===== src/rtl/ddr_cmd_timing_gate.sv =====
// DDR command timing gate: forwards timing-legal commands to the DFI stage
// through one registered output slot, drops state-illegal ones with err_pulse.
module ddr_cmd_timing_gate #(
    parameter int NUM_BANKS = 8,
    parameter int ADDR_W    = 17,
    parameter int tRCD_CYC  = 14,
    parameter int tRP_CYC   = 14,
    parameter int tRAS_CYC  = 32,
    parameter int tCCD_CYC  = 4
) (
    input  logic                         clk,
    input  logic                         rst,
    input  logic                         in_valid,
    output logic                         in_ready,
    input  logic [2:0]                   in_op,
    input  logic [$clog2(NUM_BANKS)-1:0] in_bank,
    input  logic [ADDR_W-1:0]            in_addr,
    output logic                         out_valid,
    input  logic                         out_ready,
    output logic [2:0]                   out_op,
    output logic [$clog2(NUM_BANKS)-1:0] out_bank,
    output logic [ADDR_W-1:0]            out_addr,
    output logic [NUM_BANKS-1:0]         bank_open,
    output logic                         err_pulse,
    output logic                         stall
);
    localparam int BW   = $clog2(NUM_BANKS);
    localparam int M1   = (tRCD_CYC > tRP_CYC) ? tRCD_CYC : tRP_CYC;
    localparam int M2   = (tRAS_CYC > tCCD_CYC) ? tRAS_CYC : tCCD_CYC;
    localparam int MAXP = (M1 > M2) ? M1 : M2;
    localparam int CW   = (MAXP < 1) ? 1 : $clog2(MAXP + 1);

    typedef logic [CW-1:0] cnt_t;

    localparam logic [2:0] OP_NOP = 3'd0;
    localparam logic [2:0] OP_ACT = 3'd1;
    localparam logic [2:0] OP_RD  = 3'd2;
    localparam logic [2:0] OP_WR  = 3'd3;
    localparam logic [2:0] OP_PRE = 3'd4;
    localparam logic [2:0] OP_REF = 3'd5;

    // Loads count the wait after the issuing cycle, so a pair N apart is legal.
    localparam cnt_t RCD_LD = cnt_t'((tRCD_CYC > 0) ? tRCD_CYC - 1 : 0);
    localparam cnt_t RP_LD  = cnt_t'((tRP_CYC > 0) ? tRP_CYC - 1 : 0);
    localparam cnt_t RAS_LD = cnt_t'((tRAS_CYC > 0) ? tRAS_CYC - 1 : 0);
    localparam cnt_t CCD_LD = cnt_t'((tCCD_CYC > 0) ? tCCD_CYC - 1 : 0);

    logic [NUM_BANKS-1:0] open_q, open_d;
    cnt_t                 rcd_q [NUM_BANKS];
    cnt_t                 rcd_d [NUM_BANKS];
    cnt_t                 rp_q  [NUM_BANKS];
    cnt_t                 rp_d  [NUM_BANKS];
    cnt_t                 ras_q [NUM_BANKS];
    cnt_t                 ras_d [NUM_BANKS];
    cnt_t                 ccd_q, ccd_d;

    logic                 out_valid_q, out_valid_d;
    logic [2:0]           out_op_q, out_op_d;
    logic [BW-1:0]        out_bank_q, out_bank_d;
    logic [ADDR_W-1:0]    out_addr_q, out_addr_d;
    logic                 err_q, err_d;

    logic                 sel_open, rp_all_zero;
    logic                 wait_t, bad, out_free, accept, fwd;

    function automatic cnt_t dec(input cnt_t c);
        return (c == '0) ? '0 : c - cnt_t'(1);
    endfunction

    always_comb begin
        sel_open    = open_q[in_bank];
        rp_all_zero = 1'b1;
        for (int i = 0; i < NUM_BANKS; i++) begin
            if (rp_q[i] != '0) rp_all_zero = 1'b0;
        end
    end

    always_comb begin
        wait_t = 1'b0;
        bad    = 1'b0;
        case (in_op)
            OP_NOP: wait_t = 1'b0;
            OP_ACT: begin
                bad    = sel_open;
                wait_t = !sel_open && (rp_q[in_bank] != '0);
            end
            OP_RD, OP_WR: begin
                bad    = !sel_open;
                wait_t = sel_open && ((rcd_q[in_bank] != '0) || (ccd_q != '0));
            end
            OP_PRE: begin
                bad    = !sel_open;
                wait_t = sel_open && (ras_q[in_bank] != '0);
            end
            OP_REF: wait_t = (open_q != '0) || !rp_all_zero;
            default: bad = 1'b1;
        endcase
    end

    assign out_free = !out_valid_q || out_ready;
    assign in_ready = !wait_t && out_free;
    assign accept   = in_valid && in_ready;
    assign fwd      = accept && !bad && (in_op != OP_NOP);

    always_comb begin
        open_d = open_q;
        ccd_d  = dec(ccd_q);
        for (int i = 0; i < NUM_BANKS; i++) begin
            rcd_d[i] = dec(rcd_q[i]);
            rp_d[i]  = dec(rp_q[i]);
            ras_d[i] = dec(ras_q[i]);
        end
        if (fwd) begin
            case (in_op)
                OP_ACT: begin
                    open_d[in_bank] = 1'b1;
                    rcd_d[in_bank]  = RCD_LD;
                    ras_d[in_bank]  = RAS_LD;
                end
                OP_RD, OP_WR: ccd_d = CCD_LD;
                OP_PRE: begin
                    open_d[in_bank] = 1'b0;
                    rp_d[in_bank]   = RP_LD;
                end
                default: ccd_d = dec(ccd_q);
            endcase
        end
    end

    always_comb begin
        out_valid_d = fwd ? 1'b1 : (out_ready ? 1'b0 : out_valid_q);
        out_op_d    = fwd ? in_op : out_op_q;
        out_bank_d  = fwd ? in_bank : out_bank_q;
        out_addr_d  = fwd ? in_addr : out_addr_q;
        err_d       = accept && bad;
    end

    always_ff @(posedge clk) begin
        if (rst) begin
            open_q      <= '0;
            ccd_q       <= '0;
            for (int i = 0; i < NUM_BANKS; i++) begin
                rcd_q[i] <= '0;
                rp_q[i]  <= '0;
                ras_q[i] <= '0;
            end
            out_valid_q <= 1'b0;
            out_op_q    <= '0;
            out_bank_q  <= '0;
            out_addr_q  <= '0;
            err_q       <= 1'b0;
        end else begin
            open_q      <= open_d;
            ccd_q       <= ccd_d;
            for (int i = 0; i < NUM_BANKS; i++) begin
                rcd_q[i] <= rcd_d[i];
                rp_q[i]  <= rp_d[i];
                ras_q[i] <= ras_d[i];
            end
            out_valid_q <= out_valid_d;
            out_op_q    <= out_op_d;
            out_bank_q  <= out_bank_d;
            out_addr_q  <= out_addr_d;
            err_q       <= err_d;
        end
    end

    assign out_valid = out_valid_q;
    assign out_op    = out_op_q;
    assign out_bank  = out_bank_q;
    assign out_addr  = out_addr_q;
    assign bank_open = open_q;
    assign err_pulse = err_q;
    assign stall     = in_valid && !in_ready;
endmodule


===== config.mk =====
export PLATFORM = sky130hd
export DESIGN_NAME = ddr_cmd_timing_gate
export DESIGN_NICKNAME = d
export VERILOG_FILES = /design/src/rtl/ddr_cmd_timing_gate.sv
export SDC_FILE = /design/constraint.sdc
export NUM_CORES = 1
export LEC_CHECK = 0
export CORE_AREA = 10 10 147 203
export CTS_CLUSTER_DIAMETER = 200
export CTS_CLUSTER_SIZE = 24
export DETAILED_ROUTE_END_ITERATION = 16
export DIE_AREA = 0 0 157 213
export PLACE_DENSITY = 0.5
export SLEW_MARGIN = 5
export SYNTH_ARGS = -nofsm -noshare
export SYNTH_HDL_FRONTEND = slang
export SYNTH_SLANG_ARGS = --single-unit

===== constraint.sdc =====
create_clock -name clk -period 4.03 [get_ports clk]
set_input_delay 0.806 -clock clk [delete_from_list [all_inputs] [get_ports clk]]
set_output_delay 0.806 -clock clk [all_outputs]
set_load 0.01 [all_outputs]

==> results of run 1 <==
[stage by stage]
stage          area, sq um  cells  total power (W)
2_1_floorplan         8950   1049          0.00520
3_3_place_gp         10300   1462          0.00602
3_5_place_dp         10300   1462          0.00602
4_1_cts              11000   1499          0.00776
5_1_grt              11100   1501          0.00841
6_report             11100   1501          0.00773
[worst reg2reg max path, cell delays in order, from the launching register on]
cell	delay (ps)
sky130_fd_sc_hd__dfxtp_1	330
sky130_fd_sc_hd__inv_1	60
sky130_fd_sc_hd__ha_1	170
sky130_fd_sc_hd__nor3b_1	190
sky130_fd_sc_hd__buf_4	170
sky130_fd_sc_hd__o211ai_1	110
sky130_fd_sc_hd__a211oi_2	270
sky130_fd_sc_hd__o2111ai_2	210
sky130_fd_sc_hd__buf_4	190
sky130_fd_sc_hd__buf_4	120
sky130_fd_sc_hd__a221o_1	540
sky130_fd_sc_hd__a211oi_1	520
sky130_fd_sc_hd__o21ai_0	170
[Yosys cell counts, types with 7 or more instances]
cell type	number	share of area (%)
sky130_fd_sc_hd__buf_2	9	0.50
sky130_fd_sc_hd__mux2i_1	26	2.9
sky130_fd_sc_hd__o2111ai_1	7	0.69
sky130_fd_sc_hd__nand2b_1	13	0.91
sky130_fd_sc_hd__nor4_1	16	1.1
sky130_fd_sc_hd__dfxtp_1	183	41
sky130_fd_sc_hd__nor3_1	58	3.2
sky130_fd_sc_hd__nor2_1	76	3.2
sky130_fd_sc_hd__o22ai_1	7	0.49
sky130_fd_sc_hd__a21oi_1	28	1.6
sky130_fd_sc_hd__nor3b_1	15	1.3
sky130_fd_sc_hd__o31ai_1	16	1.3
sky130_fd_sc_hd__a211oi_1	30	2.5
sky130_fd_sc_hd__clkbuf_1	17	0.71
sky130_fd_sc_hd__xor2_1	32	3.1
sky130_fd_sc_hd__inv_1	75	3.1
sky130_fd_sc_hd__a31oi_1	15	1.0
sky130_fd_sc_hd__o21ai_0	68	3.8
sky130_fd_sc_hd__nand3_1	16	0.90
sky130_fd_sc_hd__nand2_1	157	6.6
sky130_fd_sc_hd__nor2b_1	13	0.91
sky130_fd_sc_hd__ha_1	40	5.6
sky130_fd_sc_hd__xnor2_1	56	5.5
[worst max path at each step]
stage / end / start / cells past startpoint / slack [ps]
finish: stall / in_bank[2] / 10 / 110
global route: stall / in_bank[2] / 9 / -0.03
CTS: stall / in_bank[1] / 9 / 20
detailed placement: stall / in_bank[2] / 9 / -460
global placement: stall / in_bank[2] / 10 / -440
floorplan: stall / in_bank[0] / 9 / 310
[kinds of logic after synthesis]
family	after synthesis
buffers and inverters	110
XOR/XNOR	88
flip-flops	183
AND/OR/NAND/NOR	391
AO/OA/AOI/OAI	209
multiplexers	28
adder cells (fa/ha/maj)	40
[power groups by stage]
stage               Sequential (W)  Clock (W)  Combinational [W]
finish                     0.00286    0.00167            0.00321
global route               0.00293    0.00178            0.00369
CTS                        0.00284    0.00172            0.00320
detailed placement         0.00287          0            0.00315
global placement           0.00288          0            0.00314
floorplan                  0.00275          0            0.00244
[area by class of cell]
class	count	area, sq um	area share [%]
multi-input combinational	756	4900	44.2
sequential	183	3660	33.1
timing repair buffer	131	1240	11.2
clock buffer	18	429	3.88
tap	324	405	3.66
inverter	75	282	2.54
clock inverter	14	153	1.38
[metal layers]
layer	global-route usage, %	vias to the layer above	part of all wire, %
met4	5.94	0	2.1
li1	-	3881	-
met5	0	-	0
met3	2.62	25	2.3
met1	17.1	3540	44
met2	26.7	104	51
[flip-flops by register name, indices dropped and copies added (netlist names), 3 cells and up, named ones only]
| register | cells |
|---|---|
| ccd_q | 6 |
| out_addr | 17 |
| out_bank | 3 |
| out_op | 3 |
| ras_q | 48 |
| rcd_q | 48 |
| rp_q | 48 |
[what timing repair did]
action / in CTS / in global routing
resized for setup: 14 / 12
setup buffers: 4 / 2
pin swaps: 4 / 4
endpoints found under the setup margin: 2 / 2
gates cloned: 1 / 0
==> out/qor.csv, run 1 <==
metric,value,unit
clk_transition_reported_paths,70,ps
fin_worst_hold_slack,454,ps
timing_hold_violations_final,0,
rows,70,
r2r_setup_slack,830,ps
endpoint_kind,primary output,
hpwlAfterDp,18.4,mm
die-area,33400,sq um
timing.clock.skew,12.8,ps
synthesis.area,8950,sq um
antenna_cells_inserted,0,
reg2reg_path_depth,12,
syn-mean-instance-area,8.53,sq um
final.setup.worst_slack,113,ps
cpLargestDelayFamily,compound AO/OA/AOI/OAI gates,
synth_fa_ha_area_share,5.59,%
run_status,"finished, final reports clean",
power.switching_fraction,38.3,%
finalCoreUtilization,42.5,%
num-nets-final,1231,
synth_top_flop_cell,sky130_fd_sc_hd__dfxtp_1,
syn-num-nets,1116,
tightest_slew,738,ps
number_of_pins_with_negative_max_slew_slack_in_the_final_report,0,
pre_cts_slack,-457,ps
power.share.combinational,41.5,%
area_growth_syn_to_layout,23.7,%
synth-edff-count,0,
totalNegativeSetupSlack,0,ps
clock_power_share,21.6,%
fp.coreArea,26000,sq um
antenna_found_initial,1,
drt-pass1-iter-count,8,
worst_hold_startpoint,out_addr[2]$_SDFFE_PP0P_,
yosys-mux-area-fraction,3.41,%
synth_cell_types,64,
hold_path_depth,2,
crit_required,3220,ps
initialDrtViolationCount,296,
cp_slowest_cell,sky130_fd_sc_hd__a221oi_4,
synth-seq-area-share,40.9,%
io-pin-count,62,
total_grt_overflow,0,
viasPerCell,5.03,
slew_headroom,50.6,%
num-fill-cells,2633,
critical-path-max-stage-delay,340,ps
initial_utilization,34.4,%
leading_cell_types_in_the_layout_fill_and_taps_excluded,"sky130_fd_sc_hd__dfxtp_1, sky130_fd_sc_hd__nand2_1, sky130_fd_sc_hd__nor2_1",
cts_made_buffers,17,
synth_top_family_by_area,simple AND/OR/NAND/NOR gates,
synth-simple-area-share,20.4,%
ctsLongestPathBuffers,2,
yosys.area_share.xor_xnor,8.61,%
grt_max_degree,36,
ir_worst_vdd,0.000271,V
max_cap_violations,0,
place.port_buffers,61,
cts.sinks,183,
dr_total_vias,7550,
yosys_register_bits,183,
drt_drc_violations_left,0,
fmax,255,MHz
die_x,157,microns
setup_violations,0,
clock_tree.htree_level_count,4,
detail_route.wl_per_cell,16.3,microns
synthArstFlopShare,0,%
worst_ep_arrival_time,3110,ps
worst_hold_path.endpoint,out_addr[2]$_SDFFE_PP0P_,
wl,24.4,mm
routabilityCongestion,0.831,
grt_first_pass_wirelength,39.5,mm
cts_hold_repair.buffers,0,
setup.worst_path.start_class,input port,
worstPathBufferInverterCount,3,
synthesis.yosys.warnings,0,
kind_of_critical_path,input port to primary output,
clock_latency,440,ps
sequentialPowerShare,36.9,%
tritoncts,built,
p_sw,0.00296,W
grtUsageTotal,14.9,%
synth-compound-area-share,15.7,%
synthCells,1049,
p_int,0.00477,W
crit_chain,dlygate4sd2_1 -> buf_4 -> nor4_1 -> a211oi_1 -> a211oi_2 -> o2111ai_2 -> a221oi_4 -> nor2_2 -> o31a_1 -> clkdlybuf4s15_2,
layout-drive-gt1-share,11.5,%
critical_path_peak_fanout,5,
finalCriticalPeriod,3920,ps
die_y,213,microns
type_of_the_worst_min_delay_path,flop to flop,
layout_commonest_cell,sky130_fd_sc_hd__dfxtp_1,
detail-route-antenna-nets,0,
cellLeakagePower,4.35,nW
power_density,699,nW/um^2
timing.final.crit_share,97.2,%
critical_path.reg2reg.startpoint,ccd_q[0]$_SDFF_PP0_,
root_buffer,sky130_fd_sc_hd__clkbuf_16,
first_global_vias,7559,
Note: power is estimated with default switching activity, not from simulation.
==> run 2: changes to the inputs <==
CORE_AREA = 10 10 125 240   (was 10 10 147 203)
DIE_AREA = 0 0 135 250   (was 0 0 157 213)
==> out/qor.csv, run 2 (synthesis results as in run 1) <==
metric,value,unit,change
power_density,701,nW/um^2,+0.22%
path_common_cell,sky130_fd_sc_hd__o31a_1,,
antenna_found_initial,1,,unchanged
drt_drc_violations_left,0,,unchanged
grtUsageTotal,16.1,%,+1.2 points
grt_max_degree,59,,+64%
clock_tree.htree_level_count,4,,unchanged
die-area,33800,sq um,+0.92%
setup_violations,0,,unchanged
ff_latch_area,3660,sq um,unchanged
reg.largest.list,"ras_q x48, rcd_q x48, rp_q x48",,
viasPerCell,5.11,,+1.7%
type_of_the_worst_min_delay_path,flop to flop,,
fmax,255,MHz,-0.17%
timing_hold_violations_final,0,,unchanged
crit_chain,dlygate4sd2_1 -> buf_12 -> buf_4 -> o31a_1 -> or4_4 -> a221oi_4 -> nor2_4 -> o31a_1 -> buf_2,,
tightest_slew,723,ps,-15.3 ps
detail_route.wl_per_cell,17.4,microns,+6.7%
cts_made_buffers,17,,unchanged
rows,84,,+20%
ir_worst_vdd,0.000296,V,+9.0%
dr_total_vias,7840,,+3.8%
worstPathBufferInverterCount,4,,+1
endpoint_kind,primary output,,
finalCoreUtilization,42.8,%,+0.24 points
run_status,"finished, final reports clean",,
first_global_vias,8054,,+6.5%
kind_of_critical_path,input port to primary output,,
ctsLongestPathBuffers,2,,unchanged
num-fill-cells,2626,,-0.27%
place.port_buffers,61,,unchanged
cpLargestDelayFamily,compound AO/OA/AOI/OAI gates,,
setup.worst_path.start_class,input port,,
cts.sinks,183,,unchanged
drt-pass1-iter-count,5,,-3
number_of_pins_with_negative_max_slew_slack_in_the_final_report,0,,unchanged
detail-route-antenna-nets,0,,unchanged
clk_transition_reported_paths,70,ps,about the same
fp.coreArea,26200,sq um,+0.61%
root_buffer,sky130_fd_sc_hd__clkbuf_16,,
total_grt_overflow,0,,unchanged
timing.final.crit_share,97.4,%,+0.17 points
cellLeakagePower,4.42,nW,+1.6%
grt_first_pass_wirelength,42.5,mm,+7.6%
tritoncts,built,,
leading_cell_types_in_the_layout_fill_and_taps_excluded,"sky130_fd_sc_hd__dfxtp_1, sky130_fd_sc_hd__nand2_1, sky130_fd_sc_hd__nor2_1",,
area_growth_syn_to_layout,25.1,%,
layout-drive-gt1-share,12.5,%,+0.99 points
cp_slowest_cell,sky130_fd_sc_hd__or4_4,,
hpwlAfterDp,20.3,mm,+10%
num-nets-final,1244,,+1.1%
io-pin-count,62,,unchanged
totalNegativeSetupSlack,0,ps,unchanged
initial_utilization,34.2,%,-0.21 points
rsz_0062_raised_after_global_routing,false,,
timing.clock.skew,8.30,ps,-4.49 ps
clock_latency,450,ps,about the same
die_x,135,microns,-14%
max_cap_violations,0,,unchanged
critical-path-max-stage-delay,570,ps,+230 ps
finalCriticalPeriod,3920,ps,+6.83 ps
crit_required,3220,ps,about the same
layout_commonest_cell,sky130_fd_sc_hd__dfxtp_1,,
initialDrtViolationCount,333,,+13%
wl,26.6,mm,+9.0%
slew_headroom,51.8,%,+1.2 points
die_y,250,microns,+17%
critical_path_peak_fanout,14,,+9
routabilityCongestion,0.875,,+5.2%
multi_input_area,4890,sq um,-0.13%
worst_ep_arrival_time,3120,ps,about the same
cts_hold_repair.buffers,0,,unchanged
-- run 2: cell types whose count changed in the layout (fill, tap and decap cells not counted), sizes merged --
cell / change
clkinvlp: +4
dlymetal6s2s: +1
diode: +1
dlygate4sd2: -2
clkdlybuf4s15: -1
buf: +15
inv: -8
clkbuf: +1
bufinv: +1
-- run 2: tightest hold or removal path, delay by kind of cell, from the launching register on --
kind	cells	cell delay, ps
flip-flops	1	310
multiplexers	1	50
AND/OR/NAND/NOR	1	50
-- run 2: final timing paths --
| check | slack (ps) | start | cells after the start | to |
|---|---|---|---|---|
| max | 110 | in_bank[2] | 9 | stall |
| min | 460 | out_addr[7]$_SDFFE_PP0P_ | 2 | out_addr[7]$_SDFFE_PP0P_ |
| max reg2reg | 850 | ras_q[0][2]$_SDFF_PP0_ | 10 | ras_q[2][2]$_SDFF_PP0_ |
| min reg2reg | 460 | out_addr[7]$_SDFFE_PP0P_ | 2 | out_addr[7]$_SDFFE_PP0P_ |
-- run 2: routing by layer --
layer  global-route usage [%]  part of all wire, %  up-vias
li1                         -                    -     3903
met1                     15.1                   36     3670
met2                     29.1                   53      184
met3                     3.24                  3.5       83
met4                     13.0                  7.2        0
met5                        0                    0        -
-- run 2: power by group --
| part | switching [W] | total [W] | internal, W |
|---|---|---|---|
| clock | 0.000735 | 0.00167 | 0.000939 |
| combinational | 0.00176 | 0.00330 | 0.00154 |
| sequential | 0.000507 | 0.00287 | 0.00236 |
| total | 0.00300 | 0.00784 | 0.00484 |
-- run 2: what timing repair did --
| action | in CTS | in global routing |
|---|---|---|
| setup endpoints to repair | 2 | 2 |
| buffers inserted | 1 | 7 |
| gates cloned | 1 | 0 |
| pin swaps | 4 | 7 |
| gates resized for setup | 19 | 19 |
-- run 2: cell type report --
type,instances,share of cell area [%]
Inverter,75,2.52
Antenna cell,1,0.0224
Multi-Input combinational cell,756,43.7
Tap cell,344,3.85
Clock buffer,19,4.05
Clock inverter,11,1.12
Timing Repair Buffer,144,12.0
Sequential cell,183,32.7
-- run 2: metrics by stage --
step | total power [W] | std cells | cell area (sq um) | setup slack [ps] | hold slack (ps)
6_report | 0.00784 | 1533 | 11200 | 106 | 457
5_1_grt | 0.00851 | 1533 | 11200 | 5.93 | 476
4_1_cts | 0.00789 | 1525 | 11100 | -8.25 | 458
3_5_place_dp | 0.00614 | 1493 | 10400 | -440 | 446
3_3_place_gp | 0.00612 | 1493 | 10400 | -416 | 442
2_1_floorplan | 0.00520 | 1049 | 8950 | 306 | 436
==> run 3: changes to the inputs <==
CORE_AREA = 10 10 106 203   (was 10 10 125 240)
DIE_AREA = 0 0 116 213   (was 0 0 135 250)
PLACE_DENSITY = 0.67   (was 0.5)
==> out/qor.csv, run 3 (synthesis results as in run 1) <==
metric,value,unit,change
viasPerCell,5.69,,+11%
p_int,0.00485,W,+0.25%
power.share.combinational,41.2,%,-0.8 points
setup_violations,0,,unchanged
reg.largest.list,"ras_q x48, rcd_q x48, rp_q x48",,
ctsLongestPathBuffers,2,,unchanged
cts_hold_repair.buffers,0,,unchanged
initial_utilization,49.1,%,+15 points
initialDrtViolationCount,450,,+35%
rsz_0062_raised_after_global_routing,false,,
ir_worst_vdd,0.000346,V,+17%
pre_cts_slack,-484,ps,-44.0 ps
final.setup.worst_slack,166,ps,+59.6 ps
root_buffer,sky130_fd_sc_hd__clkbuf_16,,
power.switching_fraction,38.0,%,-0.22 points
leading_cell_types_in_the_layout_fill_and_taps_excluded,"sky130_fd_sc_hd__dfxtp_1, sky130_fd_sc_hd__nand2_1, sky130_fd_sc_hd__nor2_1",,
place.port_buffers,61,,unchanged
drt-pass1-iter-count,5,,unchanged
run_status,"finished, final reports clean",,
type_of_the_worst_min_delay_path,flop to flop,,
antenna_found_initial,0,,-1
timing_hold_violations_final,0,,unchanged
cts.sinks,183,,unchanged
area_growth_syn_to_layout,20.8,%,
drt_drc_violations_left,0,,unchanged
max_cap_violations,0,,unchanged
fmax,259,MHz,+1.5%
tritoncts,built,,
num-nets-final,1214,,-2.4%
rows,70,,-17%
worstPathBufferInverterCount,1,,-3
fp.coreArea,18200,sq um,-30%
sequentialPowerShare,36.8,%,+0.2 points
timing.clock.skew,11.0,ps,+2.75 ps
number_of_pins_with_negative_max_slew_slack_in_the_final_report,0,,unchanged
antenna_cells_inserted,0,,-1
kind_of_critical_path,flop to primary output,,
detail-route-antenna-nets,0,,unchanged
cp_slowest_cell,sky130_fd_sc_hd__or4_4,,
io-pin-count,62,,unchanged
die_y,213,microns,-15%
layout-drive-gt1-share,10.1,%,-2.4 points
detail_route.wl_per_cell,17.4,microns,+0.44%
first_global_vias,7887,,-2.1%
crit_chain,or4_1 -> nor3_2 -> o22ai_1 -> or4_4 -> a221oi_4 -> nor2_4 -> o31a_1 -> buf_2,,
endpoint_kind,primary output,,
layout_commonest_cell,sky130_fd_sc_hd__dfxtp_1,,
cellLeakagePower,4.29,nW,-3.0%
setup.worst_path.start_class,flop,,
cpLargestDelayFamily,simple AND/OR/NAND/NOR gates,,
placed_area,10000,sq um,-3.9%
cts_made_buffers,17,,unchanged
finalCoreUtilization,59.3,%,+17 points
slew_headroom,21.3,%,-30 points
timing.final.crit_share,95.9,%,-1.5 points
grtUsageTotal,19.9,%,+3.9 points
clock_power_share,22.0,%,+0.6 points
hpwlAfterDp,17.9,mm,-12%
critical_path_peak_fanout,3,,-11
total_grt_overflow,0,,unchanged
power_density,725,nW/um^2,+3.4%
die-area,24700,sq um,-27%
finalInstanceArea,10800,sq um,-3.4%
totalNegativeSetupSlack,0,ps,unchanged
worst_ep_arrival_time,3060,ps,-60 ps
wl,24.0,mm,-9.9%
clk_transition_reported_paths,70,ps,about the same
crit_required,3220,ps,about the same
grt_first_pass_wirelength,39.0,mm,-8.1%
routabilityCongestion,0.906,,+3.6%
critical-path-max-stage-delay,580,ps,about the same
dr_total_vias,7817,,-0.29%
grt_max_degree,59,,unchanged
finalCriticalPeriod,3860,ps,-59.6 ps
die_x,116,microns,-14%
p_sw,0.00298,W,-0.69%
tightest_slew,1180,ps,+458 ps
clock_latency,430,ps,-20 ps
clock_tree.htree_level_count,4,,unchanged
[run 3: path summary, 6_finish.rpt]
kind	startpoint	to	slack, ps	cells after the start
worst max register to register	ras_q[5][1]$_SDFF_PP0_	rp_q[6][2]$_SDFF_PP0_	710	9
worst max-delay path	ras_q[5][1]$_SDFF_PP0_	stall	170	8
worst min register to register	out_addr[15]$_SDFFE_PP0P_	out_addr[15]$_SDFFE_PP0P_	460	2
worst min-delay path	out_addr[15]$_SDFFE_PP0P_	out_addr[15]$_SDFFE_PP0P_	460	2
[run 3: area by class of cell]
cell class / count / area [sq um]
Clock inverter: 11 / 149
Inverter: 75 / 282
Fill cell: 1650 / 7410
Clock buffer: 20 / 457
Timing Repair Buffer: 114 / 1070
Sequential cell: 183 / 3660
Tap cell: 216 / 270
Multi-Input combinational cell: 756 / 4920
[run 3: power groups by stage]
stage	Sequential [W]	Combinational [W]	Clock (W)
after global placement	0.00288	0.00310	0
after global routing	0.00295	0.00366	0.00183
after floorplan	0.00275	0.00244	0
after detailed placement	0.00289	0.00316	0
final	0.00288	0.00322	0.00172
after CTS	0.00287	0.00322	0.00175
[run 3: repair_timing]
action | 4_1_cts | 5_1_grt
cloned | 0 | 1
gates resized for setup | 21 | 14
pin swaps | 6 | 9
hold endpoints to repair | 0 | 0
endpoints found under the setup margin | 2 | 2
setup buffers | 0 | 2
[run 3: stage by stage]
step	hold slack, ps	instances	power (W)
after floorplan	436	1049	0.00520
after global placement	441	1341	0.00598
after detailed placement	446	1341	0.00605
after CTS	459	1372	0.00785
after global routing	483	1375	0.00844
final	456	1375	0.00783
[run 3: worst min-delay path: stages, from the launching register on]
cell and delay (ps):
sky130_fd_sc_hd__dfxtp_1 310, sky130_fd_sc_hd__nand2_1 50, sky130_fd_sc_hd__mux2i_1 50
[run 3: layer usage]
layer	up-vias	wire length [microns]	GRT usage [%]
met3	76	1010	3.93
met2	209	12700	36.7
li1	3839	-	-
met5	-	0	0
met4	0	1540	12.6
met1	3693	8770	19.5
